--- config.mk ---
export PLATFORM = sky130hd
export DESIGN_NAME = hazard_scoreboard
export DESIGN_NICKNAME = d
export VERILOG_FILES = /design/src/rtl/hazard_scoreboard_pkg.sv /design/src/rtl/hazard_scoreboard_sb.sv /design/src/rtl/hazard_scoreboard.sv
export SDC_FILE = /design/constraint.sdc
export NUM_CORES = 1
export LEC_CHECK = 0
export BUFFER_PORTS_ARGS = -buffer_cell sky130_fd_sc_hd__buf_2
export CELL_PAD_IN_SITES_DETAIL_PLACEMENT = 0
export CELL_PAD_IN_SITES_GLOBAL_PLACEMENT = 1
export CORE_ASPECT_RATIO = 0.75
export CORE_MARGIN = 1.5
export CORE_UTILIZATION = 36
export CTS_CLUSTER_SIZE = 30
export DETAILED_ROUTE_END_ITERATION = 10
export GPL_TIMING_DRIVEN = 0
export PLACE_DENSITY = 0.79
export SYNTH_ARGS = -nofsm -noshare
export SYNTH_HDL_FRONTEND = slang
export SYNTH_HIERARCHICAL = 1
export SYNTH_SLANG_ARGS = --single-unit
export TNS_END_PERCENT = 20
--- constraint.sdc ---
create_clock -name clk_i -period 3.5 [get_ports clk_i]
set_clock_uncertainty 0.15 [all_clocks]
set_input_delay 0.525 -clock clk_i [delete_from_list [all_inputs] [get_ports clk_i]]
set_output_delay 0.525 -clock clk_i [all_outputs]
set_load 0.01 [all_outputs]
--- src/rtl/hazard_scoreboard_pkg.sv ---
// rtl/hazard_scoreboard_pkg.sv - shared widths and hazard-cause encoding for the hazard controller
package hazard_scoreboard_pkg;

    // Register address width used across the core
    localparam int ADDR_WIDTH = 5;

    // Hazard cause, listed in decreasing priority
    typedef enum logic [1:0] {
        CAUSE_FREEZE = 2'd0,
        CAUSE_FLUSH  = 2'd1,
        CAUSE_STALL  = 2'd2,
        CAUSE_RUN    = 2'd3
    } hazard_cause_e;

endpackage

--- src/rtl/hazard_scoreboard_sb.sv ---
// rtl/hazard_scoreboard_sb.sv - per-register pending-write bit vector for multi-cycle results
module reg_scoreboard #(
    parameter int ADDR_WIDTH = hazard_scoreboard_pkg::ADDR_WIDTH
) (
    input  logic                  clk_i,
    input  logic                  rst_i,
    input  logic                  set_en_i,
    input  logic [ADDR_WIDTH-1:0] set_addr_i,
    input  logic                  clr_en_i,
    input  logic [ADDR_WIDTH-1:0] clr_addr_i,
    input  logic [ADDR_WIDTH-1:0] rs1_addr_i,
    input  logic [ADDR_WIDTH-1:0] rs2_addr_i,
    input  logic [ADDR_WIDTH-1:0] waw_addr_i,
    output logic                  rs1_busy_o,
    output logic                  rs2_busy_o,
    output logic                  waw_busy_o
);

    localparam int NREG = 1 << ADDR_WIDTH;

    logic [NREG-1:0] busy_q;
    logic [NREG-1:0] busy_d;

    // Next state: clear first so a same-cycle set of the same register wins; x0 never pends
    always_comb begin
        busy_d = busy_q;
        if (clr_en_i) begin
            busy_d[clr_addr_i] = 1'b0;
        end
        if (set_en_i && (set_addr_i != '0)) begin
            busy_d[set_addr_i] = 1'b1;
        end
        busy_d[0] = 1'b0;
    end

    // Pending bits, dropped wholesale on reset
    always_ff @(posedge clk_i) begin
        if (rst_i) begin
            busy_q <= '0;
        end else begin
            busy_q <= busy_d;
        end
    end

    // Read ports see only the registered state
    always_comb begin
        rs1_busy_o = busy_q[rs1_addr_i];
        rs2_busy_o = busy_q[rs2_addr_i];
        waw_busy_o = busy_q[waw_addr_i];
    end

endmodule

--- src/rtl/hazard_scoreboard.sv ---
// rtl/hazard_scoreboard.sv - stall/flush/freeze controller with long-op scoreboard and stall counter
module hazard_scoreboard #(
    parameter int ADDR_WIDTH = hazard_scoreboard_pkg::ADDR_WIDTH,
    parameter int CNT_WIDTH  = 32
) (
    input  logic                  clk_i,
    input  logic                  rst_i,
    input  logic [ADDR_WIDTH-1:0] ID_Rs1_Addr_i,
    input  logic [ADDR_WIDTH-1:0] ID_Rs2_Addr_i,
    input  logic                  ID_Rs1_Used_i,
    input  logic                  ID_Rs2_Used_i,
    input  logic [ADDR_WIDTH-1:0] ID_Rd_Addr_i,
    input  logic                  ID_Long_i,
    input  logic                  EX_Mem_r_i,
    input  logic [ADDR_WIDTH-1:0] EX_Rd_Addr_i,
    input  logic                  EX_Branch_Taken_i,
    input  logic                  MEM_Mem_r_i,
    input  logic                  MEM_Mem_w_i,
    input  logic                  Dmem_Ready_i,
    input  logic                  Long_Done_i,
    input  logic [ADDR_WIDTH-1:0] Long_Rd_Addr_i,
    output logic                  PC_Write_o,
    output logic                  IF_ID_Write_o,
    output logic                  IF_ID_Flush_o,
    output logic                  ID_EX_Bubble_o,
    output logic                  Pipe_Freeze_o,
    output logic                  Long_Busy_o,
    output logic [CNT_WIDTH-1:0]  Stall_Count_o
);

    import hazard_scoreboard_pkg::*;

    hazard_cause_e        cause;
    logic                 mem_wait;
    logic                 load_use;
    logic                 sb_hit;
    logic                 long_issue;
    logic                 rs1_busy;
    logic                 rs2_busy;
    logic                 waw_busy;
    logic                 long_busy_q;
    logic                 long_busy_d;
    logic [CNT_WIDTH-1:0] stall_count_q;
    logic [CNT_WIDTH-1:0] stall_count_d;

    reg_scoreboard #(
        .ADDR_WIDTH(ADDR_WIDTH)
    ) u_sb (
        .clk_i      (clk_i),
        .rst_i      (rst_i),
        .set_en_i   (long_issue),
        .set_addr_i (ID_Rd_Addr_i),
        .clr_en_i   (Long_Done_i),
        .clr_addr_i (Long_Rd_Addr_i),
        .rs1_addr_i (ID_Rs1_Addr_i),
        .rs2_addr_i (ID_Rs2_Addr_i),
        .waw_addr_i (ID_Rd_Addr_i),
        .rs1_busy_o (rs1_busy),
        .rs2_busy_o (rs2_busy),
        .waw_busy_o (waw_busy)
    );

    // Hazard detection; scoreboard hits use registered state so a result completing now still stalls once
    always_comb begin
        mem_wait = (MEM_Mem_r_i | MEM_Mem_w_i) & ~Dmem_Ready_i;
        load_use = EX_Mem_r_i & (EX_Rd_Addr_i != '0) &
                   ((ID_Rs1_Used_i & (EX_Rd_Addr_i == ID_Rs1_Addr_i)) |
                    (ID_Rs2_Used_i & (EX_Rd_Addr_i == ID_Rs2_Addr_i)));
        sb_hit   = (ID_Rs1_Used_i & rs1_busy) | (ID_Rs2_Used_i & rs2_busy) | waw_busy |
                   (ID_Long_i & long_busy_q);
    end

    // Priority encode: freeze beats branch flush beats stall beats run
    always_comb begin
        cause = CAUSE_RUN;
        if (mem_wait) begin
            cause = CAUSE_FREEZE;
        end else if (EX_Branch_Taken_i) begin
            cause = CAUSE_FLUSH;
        end else if (load_use || sb_hit) begin
            cause = CAUSE_STALL;
        end
    end

    // Control outputs decoded from the cause
    always_comb begin
        PC_Write_o     = (cause == CAUSE_RUN) || (cause == CAUSE_FLUSH);
        IF_ID_Write_o  = (cause == CAUSE_RUN) || (cause == CAUSE_FLUSH);
        IF_ID_Flush_o  = (cause == CAUSE_FLUSH);
        ID_EX_Bubble_o = (cause == CAUSE_FLUSH) || (cause == CAUSE_STALL);
        Pipe_Freeze_o  = (cause == CAUSE_FREEZE);
        Long_Busy_o    = long_busy_q;
        Stall_Count_o  = stall_count_q;
    end

    // A long op leaves ID only on a clean run cycle
    always_comb begin
        long_issue  = ID_Long_i && (cause == CAUSE_RUN);
        long_busy_d = long_busy_q;
        if (long_issue) begin
            long_busy_d = 1'b1;
        end else if (Long_Done_i) begin
            long_busy_d = 1'b0;
        end
        stall_count_d = stall_count_q;
        if (((cause == CAUSE_FREEZE) || (cause == CAUSE_STALL)) && (stall_count_q != '1)) begin
            stall_count_d = stall_count_q + {{(CNT_WIDTH-1){1'b0}}, 1'b1};
        end
    end

    // Long-op busy flag and saturating stall counter
    always_ff @(posedge clk_i) begin
        if (rst_i) begin
            long_busy_q   <= 1'b0;
            stall_count_q <= '0;
        end else begin
            long_busy_q   <= long_busy_d;
            stall_count_q <= stall_count_d;
        end
    end

endmodule

==> metrics.csv <==
stage,metric,value,unit
sta,fmax,0.2979,GHz
synthesis,synthCells,498,
floorplan,rows,33,
floorplan,die_y,94.82,um
synthesis,synthTopCellsByCount,"dfxtp_1 (64), nor2_1 (52), nand2_1 (50)",
setup_path,crit_fanout,4,
setup_path,critPathCaptureType,output port,
global_routing,grt_max_degree,16,
synthesis,synthAdderAreaFrac,1.237,%
clocking,cts_tree,yes,
placed_design,globalplace.congestion,0.8713,
setup_path,ff2ff_path_depth,14,
clocking,cts_root_buffer,clkbuf_16,
power,ir_drop,0.2783,mV
clocking,cts.sinks,64,
floorplan,io_pins,74,
synthesis,synth-edff-count,0,
global_routing,grt_pass1_wl,19450,um
placed_design,place_ws,-0.7616,ns
synthesis,synth_top_area_share,31.66,%
clocking,numCtsBuffers,9,
synthesis,synth-xor-area-share,8.009,%
synthesis,synth_compound_area_share,13.57,%
setup_path,crit_type,in2out,
synthesis,synthTopCellsByArea,"dfxtp_1 (32%), mux2i_1 (6.7%), a21oi_1 (5.8%)",
drt,wl_met3,1068,um
sta,worst_slack,0.1434,ns
sta,final_hold_viol_count,0,
synthesis,ys.flop_type,dfxtp_1,
final_layout,finalNonFillerCells,734,
drt,wl_per_cell,16.78,um
synthesis,yosysMostFrequentCell,dfxtp_1,
clocking,cts.clk_slew.worst_paths,0.06,ns
final_layout,syn_to_final_growth,23.47,%
sta,post-route-period-util,95.90,%
min_path,hold_depth,2,
floorplan,die_x,125.4,um
synthesis,synthMuxAreaShare,12.24,%
synthesis,ys_ff_latch,64,
synthesis,seq_area_frac_synth,31.66,%
power,p_per_area,377.3,mW/mm^2
drt,viasPerCell,5.550,
drt,antenna_left,0,
setup_path,crit_arrival,2.68,ns
sta,rsz0062_at_grt,true,
floorplan,dieArea,0.01189,mm^2
clocking,cts_buffer_depth,2,
floorplan,start_util,36.98,%
floorplan,core_region_area,0.01094,mm^2
drt,dr.pass1.iters,7,
synthesis,syn_nets,538,
synthesis,postSynthAreaPerCell,8.125,um^2
drt,vias,4074,
setup_path,worst_setup_path_start_kind,input pin,
sta,finalSetupViolCount,0,
min_path,hold_class,in2reg,
synthesis,ys_async_sr_fraction,0,%
global_routing,grt_pass1_vias,3765,
run_status,outcome,finished clean,
sta,slew_violations,0,
global_routing,antenna_found_initial,0,
synthesis,synth_top_family_by_area,simple AND/OR/NAND/NOR gates,
sta,slew_headroom,52.07,%
drt,top_layer,met4,
clocking,cts_max_level,3,
drt,drcViolationCount,0,
drt,routed_wl,12320,um
setup_path,rrSetupSlack,0.35,ns
final_layout,nNetsFinal,629,
drt,drt_iter0_markers,400,
clocking,clk_latency,0.33,ns
placed_design,placedCellCount,711,
synthesis,yosysWarnings,6,
power,p_leak,2.001,nW
synthesis,synth.distinct_cells,42,
final_layout,diodes,0,
synthesis,syn_area,0.004046,mm^2
job,drv_cap,0,
placed_design,dp_hpwl,9067,um
synthesis,yosys.area_share.simple,27.77,%
setup_path,required,2.82,ns
final_layout,fillers,1069,
final_layout,layout-drive-gt1-share,23.23,%
synthesis,synth_area_leader_cell,dfxtp_1,
placed_design,io_buffer_count,73,
sta,worst_pin_slew,0.7135,ns
global_routing,grt-ovfl-total,0,
sta,final.setup.tns,0,ns
global_routing,grt_use_total,20.97,%
drt,dr_wl_met2,5043,um
drt,drt-met1-wl,5984,um
sta,fin_crit,3.357,ns
==> cell type report <==
| type | count | area (um^2) | share of cell area [%] |
|---|---|---|---|
| multi-input cells | 397 | 2572 | 51.49 |
| plain buffers | 20 | 147.6 | 2.955 |
| repair buffers | 84 | 474.2 | 9.492 |
| clock inverters | 7 | 71.32 | 1.427 |
| clock buffers | 9 | 225.2 | 4.508 |
| flip-flops and latches | 64 | 1281 | 25.64 |
| inverters | 13 | 48.80 | 0.9767 |
| well taps | 140 | 175.2 | 3.506 |
==> logic make-up after synthesis <==
family | Yosys count
xor+xnor | 37
flops | 64
compound gates | 99
buf+inv | 37
fa+ha+maj | 4
simple gates | 220
mux | 37
==> placed cells by master (no fill, tap or decap), types with 4 or more instances in the layout <==
cell type and n:
mux4_2 9, buf_4 17, nand2b_1 4, nand3_1 34
xor2_1 21, and3_1 13, nor3_1 6, nor2_1 51
nor2b_1 4, nand3b_1 5, o21ai_0 32, clkbuf_16 9
xnor2_1 16, buf_2 70, nand2_1 50, a22oi_1 7
inv_1 13, clkbuf_1 8, a21oi_1 46, dfxtp_1 64
nor3b_1 7, ha_1 4, nand4_1 18, buf_6 7
mux2i_1 27
==> sequential cells by signal (all words and copies together), names as in the netlist <==
register,cells
Long_Busy_o,1
Stall_Count_o,32
u_sb/busy_q,31
==> power by group <==
| group | switching [W] | internal, W |
|---|---|---|
| logic | 0.000142 | 0.000102 |
| registers | 0.00000691 | 0.000734 |
| clock network | 0.000349 | 0.000551 |
| total | 0.000498 | 0.00139 |
==> routing by layer <==
layer	vias up	GRT usage (%)
met5	-	0
met4	0	5.966
met3	22	6.119
met2	168	30.66
met1	1922	29.84
li1	1962	-
==> worst max-delay path, stage by stage <==
cell       delay (ns)
buf_4            0.10
buf_6            0.10
mux4_2           0.50
nand2b_4         0.16
o2111ai_1        0.10
nand4_1          0.14
a22oi_1          0.21
a21oi_1          0.09
a211o_1          0.31
ha_1             0.30
buf_2            0.14
==> per-stage QoR <==
stage,hold slack [ns],power [W],utilization [%],area [um^2]
2_1_floorplan,0.3153,0.0008965,-,4051
3_3_place_gp,0.3303,0.0009830,41.97,4592
3_5_place_dp,0.3461,0.0009851,41.97,4592
4_1_cts,0.2757,0.001899,45.69,5000
5_1_grt,0.2754,0.001952,45.66,4996
6_report,0.2755,0.001885,45.66,4996
==> repair_timing <==
item,in CTS,in global routing
hold endpoints to repair,0,0
pin swaps,8,4
resized for setup,14,3
hold buffers,0,0
buffers inserted,11,0
setup endpoints to repair,36,36
==> worst paths after layout <==
path / startpoint / to
worst max-delay path: ID_Rs1_Addr_i[0] / ID_EX_Bubble_o
worst min-delay path: rst_i / u_sb/busy_q[11]
worst max register to register: u_sb/busy_q[23] / u_sb/busy_q[28]
worst min register to register: u_sb/busy_q[6] / u_sb/busy_q[6]
No activity file was read; power rests on OpenSTA's default activity.
